File: src/rtl/downsamp_mph.sv
// downsamp_mph: multi-channel decimator with an internal phase counter and a
// runtime-selectable capture phase. One sample set is kept out of every OS
// valid input samples. All NCH channels are captured together and passed
// through bit-exact.
// Optional feature macro: DOWNSAMP_PHASE_EST_EN adds a max-energy phase
// estimator. Its result is advisory and never changes the capture phase.
module downsamp_mph #(
    parameter int NBT_IN_OUT = 8,
    parameter int NBF_IN_OUT = 7,
    parameter int NCH        = 2,
    parameter int OS         = 4,
    parameter int LOG2_WIN   = 10,
    localparam int NB_PH     = $clog2(OS)
) (
    input  logic                      clk,
    input  logic                      i_reset,
    input  logic [NCH*NBT_IN_OUT-1:0] i_is_data,
    input  logic                      i_valid,
    input  logic [NB_PH-1:0]          i_phase,
    input  logic                      i_phase_ld,
`ifdef DOWNSAMP_PHASE_EST_EN
    output logic [NB_PH-1:0]          o_best_phase,
    output logic                      o_best_vld,
`endif
    output logic [NCH*NBT_IN_OUT-1:0] o_os_data,
    output logic                      o_valid
);

    localparam logic [NB_PH-1:0] PH_MAX = NB_PH'(OS - 1);
    localparam logic [NB_PH:0]   OS_EXT = (NB_PH + 1)'(OS);

    logic [NB_PH-1:0]          cnt_q, cnt_d;
    logic [NB_PH-1:0]          phase_q, phase_d;
    logic [NCH*NBT_IN_OUT-1:0] os_data_q;
    logic                      valid_q;
    logic                      capture;

    // Next-state for the phase counter and phase register; capture uses the old phase.
    always_comb begin
        // NOTE: every always_comb output gets a default first so no path infers a latch.
        cnt_d   = cnt_q;
        phase_d = phase_q;
        capture = i_valid && (cnt_q == phase_q);
        if (i_valid) begin
            cnt_d = (cnt_q == PH_MAX) ? '0 : cnt_q + 1'b1;
        end
        if (i_phase_ld) begin
            phase_d = ({1'b0, i_phase} >= OS_EXT) ? PH_MAX : i_phase;
        end
    end

    // Counter, phase register and registered decimated output.
    always_ff @(posedge clk or negedge i_reset) begin
        if (!i_reset) begin
            cnt_q     <= '0;
            phase_q   <= '0;
            os_data_q <= '0;
            valid_q   <= 1'b0;
        end else begin
            // NOTE: sequential state uses non-blocking assignments so all registers update together.
            cnt_q   <= cnt_d;
            phase_q <= phase_d;
            valid_q <= capture;
            if (capture) begin
                os_data_q <= i_is_data;
            end
        end
    end

    assign o_os_data = os_data_q;
    assign o_valid   = valid_q;

`ifdef DOWNSAMP_PHASE_EST_EN
    localparam int NB_ACC = NBT_IN_OUT + $clog2(NCH) + LOG2_WIN;

    logic [NB_ACC-1:0]   acc_q [OS];
    logic [NB_ACC-1:0]   acc_d [OS];
    logic [NB_ACC-1:0]   energy;
    logic [NB_ACC-1:0]   best_val;
    logic [NB_PH-1:0]    best_idx;
    logic [LOG2_WIN-1:0] sym_q;
    logic [NB_PH-1:0]    best_phase_q;
    logic                best_vld_q;
    logic                sym_end;
    logic                win_end;

    // Sum of saturated magnitudes across channels; -2^(N-1) maps to 2^(N-1)-1.
    always_comb begin : energy_calc
        logic [NBT_IN_OUT-1:0] smp;
        logic [NBT_IN_OUT-2:0] mag;
        energy = '0;
        smp    = '0;
        mag    = '0;
        for (int k = 0; k < NCH; k++) begin
            smp = i_is_data[k*NBT_IN_OUT +: NBT_IN_OUT];
            if (smp == {1'b1, {(NBT_IN_OUT-1){1'b0}}}) begin
                mag = '1;
            end else if (smp[NBT_IN_OUT-1]) begin
                mag = (NBT_IN_OUT-1)'(-smp);
            end else begin
                mag = smp[NBT_IN_OUT-2:0];
            end
            energy = energy + NB_ACC'(mag);
        end
    end

    // Accumulators including the current add, and argmax with ties to the lowest index.
    always_comb begin
        for (int k = 0; k < OS; k++) begin
            acc_d[k] = acc_q[k] + ((NB_PH'(k) == cnt_q) ? energy : '0);
        end
        best_idx = '0;
        best_val = acc_d[0];
        for (int k = 1; k < OS; k++) begin
            if (acc_d[k] > best_val) begin
                best_val = acc_d[k];
                best_idx = NB_PH'(k);
            end
        end
    end

    assign sym_end = i_valid && (cnt_q == PH_MAX);
    assign win_end = sym_end && (sym_q == '1);

    // Energy accumulation per phase, window bookkeeping and result reporting.
    always_ff @(posedge clk or negedge i_reset) begin
        if (!i_reset) begin
            // NOTE: the accumulator array is reset explicitly; the first window must start from zero.
            for (int k = 0; k < OS; k++) begin
                acc_q[k] <= '0;
            end
            sym_q        <= '0;
            best_phase_q <= '0;
            best_vld_q   <= 1'b0;
        end else begin
            best_vld_q <= 1'b0;
            if (win_end) begin
                for (int k = 0; k < OS; k++) begin
                    acc_q[k] <= '0;
                end
                sym_q        <= '0;
                best_phase_q <= best_idx;
                best_vld_q   <= 1'b1;
            end else if (i_valid) begin
                for (int k = 0; k < OS; k++) begin
                    acc_q[k] <= acc_d[k];
                end
                if (sym_end) begin
                    sym_q <= sym_q + 1'b1;
                end
            end
        end
    end

    assign o_best_phase = best_phase_q;
    assign o_best_vld   = best_vld_q;
`endif

endmodule

File: config.mk
export PLATFORM = sky130hd
export DESIGN_NAME = downsamp_mph
export DESIGN_NICKNAME = d
export VERILOG_FILES = /design/src/rtl/downsamp_mph.sv
export SDC_FILE = /design/constraint.sdc
export NUM_CORES = 1
export LEC_CHECK = 0
export ABC_AREA = 1
export CAP_MARGIN = 20
export CORE_MARGIN = 2
export CORE_UTILIZATION = 43
export CTS_BUF_LIST = sky130_fd_sc_hd__clkbuf_8
export CTS_CLUSTER_SIZE = 30
export DETAILED_ROUTE_END_ITERATION = 16
export GPL_ROUTABILITY_DRIVEN = 0
export HOLD_SLACK_MARGIN = 0.08
export PLACE_DENSITY = 0.81
export SLEW_MARGIN = 20
export SYNTH_ARGS = -nofsm -noshare
export SYNTH_HDL_FRONTEND = slang
export SYNTH_SLANG_ARGS = --single-unit
File: constraint.sdc
create_clock -name clk -period 1.3 [get_ports clk]
set_input_delay 0.13 -clock clk [delete_from_list [all_inputs] [get_ports clk]]
set_output_delay 0.13 -clock clk [all_outputs]
set_load 0.005 [all_outputs]
==> results of run 1 <==
==> state kept, by name (all words and copies together) (netlist names) <==
name,flops
phase_q,2
cnt_q,2
o_valid,1
o_os_data,16
==> through the flow <==
step / hold WS [ns] / cells / setup slack, ns / setup TNS, ns
after global placement: 0.455 / 163 / -0.0369 / -0.537
after CTS: 0.225 / 167 / 0.0225 / 0
after floorplan: -0.166 / 97 / 0.205 / 0
final: 0.213 / 167 / 0.0509 / 0
after global routing: 0.243 / 167 / 0.00741 / 0
after detailed placement: 0.458 / 163 / -0.0972 / -1.34
==> per-layer routing <==
metal,vias up,GRT usage (%),share of wire [%],wire (µm)
met4,0,6.94,1.0,19
met2,38,29.6,48,907
met3,2,5.45,10,195
li1,392,-,-,-
met5,-,0,0,0
met1,372,21.2,41,765
==> power by group <==
group | internal [mW] | leakage (nW) | switching, mW
Combinational | 0.674 | 0.406 | 0.510
Sequential | 0.928 | 0.261 | 0.163
Clock | 0.213 | 0.0255 | 0.198
==> repair_timing <==
action / 4_1_cts / 5_1_grt
resized for setup: 0 / 3
endpoints found under the hold margin: 0 / 0
setup endpoints to repair: 0 / 9
setup buffers: 0 / 0
==> path summary, 6_finish.rpt <==
kind,from,endpoint,slack (ns)
max,o_os_data[15],o_os_data[15],0.05
min,i_reset,o_valid,0.21
max reg2reg,cnt_q[1],o_os_data[10],0.15
min reg2reg,o_os_data[8],o_os_data[8],0.47
max in group asynchronous,i_reset,o_os_data[3],0.88
min in group clk,i_phase[0],phase_q[0],0.43
==> layout make-up <==
class / instances / area (µm²) / share of cell area, %
clock inverters: 1 / 5.00 / 0.362
flip-flops and latches: 21 / 526 / 38.0
clock buffers: 3 / 41.3 / 2.99
well taps: 27 / 33.8 / 2.44
repair buffers: 42 / 428 / 31.0
multi-input cells: 67 / 327 / 23.6
inverters: 6 / 22.5 / 1.63
==> cells by family (layout without fill, tap and decap cells) <==
family | after synthesis | in the layout
AND/OR/NAND/NOR | 61 | 61
flip-flops | 21 | 21
buffers and inverters | 9 | 52
adder cells (fa/ha/maj) | 1 | 1
AO/OA/AOI/OAI | 5 | 5
==> placed cells by master, fill, tap and decap left out, drive strengths merged <==
| cell | count |
|---|---|
| a21oi | 2 |
| buf | 4 |
| clkbuf | 3 |
| clkdlybuf4s50 | 36 |
| clkinv | 1 |
| dfrtp | 21 |
| dlymetal6s2s | 2 |
| ha | 1 |
| inv | 6 |
| nand2 | 40 |
| nand3 | 17 |
| nor2 | 4 |
| o21ai | 3 |
==> impl_metrics.toml, run 1 <==
[global_route]
grt.total_usage_pct = 17.7
grt_pass1_wl_um = 3350
grt_pass1_vias = 774
grt_overflow_total = 0
antenna_found_initial = 0
grt_max_degree = 22

[worst_setup_path]
cp.arrival_ns = 1.12
worstRegToRegCells = 6
critPathSlowestCell = "clkdlybuf4s50_1"
worst-endpoint-required_ns = 1.17
crit_type = "reg -> out"
path_depth = 1
worstPathMaxFanout = 2
worstSetupStartpointType = "register"
crit_chain = "clkdlybuf4s50_1"
cpPeakStageDelay_ns = 0.51
crit_family = "buffers and inverters"
crit_buf_inv = 1
worstSetupEndpointType = "primary output"

[yosys]
synth-async-reset-ratio_pct = 100
yosysTopAreaCell = "dfrtp_1"
synth_top_area_share_pct = 58.2
synthCells = 97
synth_ff_type = "dfrtp_1"
ys_seq_area_share_pct = 58.2
synth_top_family_by_area = "simple AND/OR/NAND/NOR gates"
synth_commonest_cells = "39 x nand2_1, 21 x dfrtp_1, 15 x nand3_1"
yosys.area_share.adder_pct = 1.39
netlist_top_cells_area = "dfrtp_1 58%, nand2_1 16%, nand3_1 8.3%"
synth_mux_area_share_pct = 0
avgSynthCellArea_um2 = 9.31
synth_xor_area_share_pct = 0
ys_warn_count = 0
synth-compound-area-share_pct = 3.19
syn-num-nets = 120
syn_area_um2 = 903
ys_ff_latch = 21
synth_simple_gate_area_share_pct = 31.0
ys_types = 16
synth_edf_count = 0
yosysMostFrequentCell = "nand2_1"

[finish]
syn2layout_area_growth_pct = 53.0
diodes = 0
drive_above_1_share_pct = 12.1
fillers = 168
stdcell_area_mm2 = 0.00138
final_util_pct = 70.5
nNetsFinal = 164

[drt]
routed_wl_um = 1890
firstDrtPassIters = 4
num_vias = 804
drt_iter0_drc = 15
routed_via_density = 4.81
antenna_left = 0
drt-wirelength-per-cell_um = 11.3
drcViolationCount = 0

[cts]
htree_num_levels = 1
clock-sinks = 21
clock_latency_ns = 0.25
cts_root_buf = "clkbuf_8"
cts_tree = "yes"
cts_buffers = 3
clockBufferDepth = 2
clk_pin_slew_ns = 0.07
cts_hold_buf = 0

[floorplan]
rows = 16
die_w_um = 49.8
start_util_pct = 46.0
core_mm2 = 0.00196
die_h_um = 49.8
die_area_mm2 = 0.00248
pin_count = 39

[timing]
setup_viol = 0
max_freq_ghz = 0.801
fin_crit_ns = 1.25
fin_crit_sh_pct = 96.1
rsz0062_at_grt = "no"
slew_violations = 0
hold_viol = 0
fin_skew_ns = 0.00130
slew_headroom_pct = 83.0
tightestPinTransition_ns = 0.255

[power_and_ir_drop]
leakagePower_nw = 0.693
pwr_density_cell_mw_per_mm2 = 1940
ir_drop_v = 0.00111
p_total_mw = 2.68

[placed_design]
hpwl_um = 1460
io_buffers = 38
postPlaceCellArea_mm2 = 0.00133

[min_path]
hold_path.class = "in -> async"

[status]
outcome = "completed"

[run]
drv_cap = 0
No activity file was read; power rests on OpenSTA's default activity.
==> run 2, diff against run 1 <==
--- a/config.mk
+++ b/config.mk
@@ -12,7 +12,6 @@
 export CTS_BUF_LIST = sky130_fd_sc_hd__clkbuf_8
 export CTS_CLUSTER_SIZE = 30
 export DETAILED_ROUTE_END_ITERATION = 16
-export GPL_ROUTABILITY_DRIVEN = 0
 export HOLD_SLACK_MARGIN = 0.08
 export PLACE_DENSITY = 0.81
 export SLEW_MARGIN = 20
==> results of run 2 <==
No change in the layout: final DEF, timing and power equal those of run 1.
==> run 3, diff against run 2 <==
--- a/config.mk
+++ b/config.mk
@@ -10,6 +10,7 @@
 export CORE_MARGIN = 2
 export CORE_UTILIZATION = 43
 export CTS_BUF_LIST = sky130_fd_sc_hd__clkbuf_8
+export CTS_CLUSTER_DIAMETER = 40
 export CTS_CLUSTER_SIZE = 30
 export DETAILED_ROUTE_END_ITERATION = 16
 export HOLD_SLACK_MARGIN = 0.08
==> results of run 3 <==
No change in the layout: final DEF, timing and power equal those of run 1.
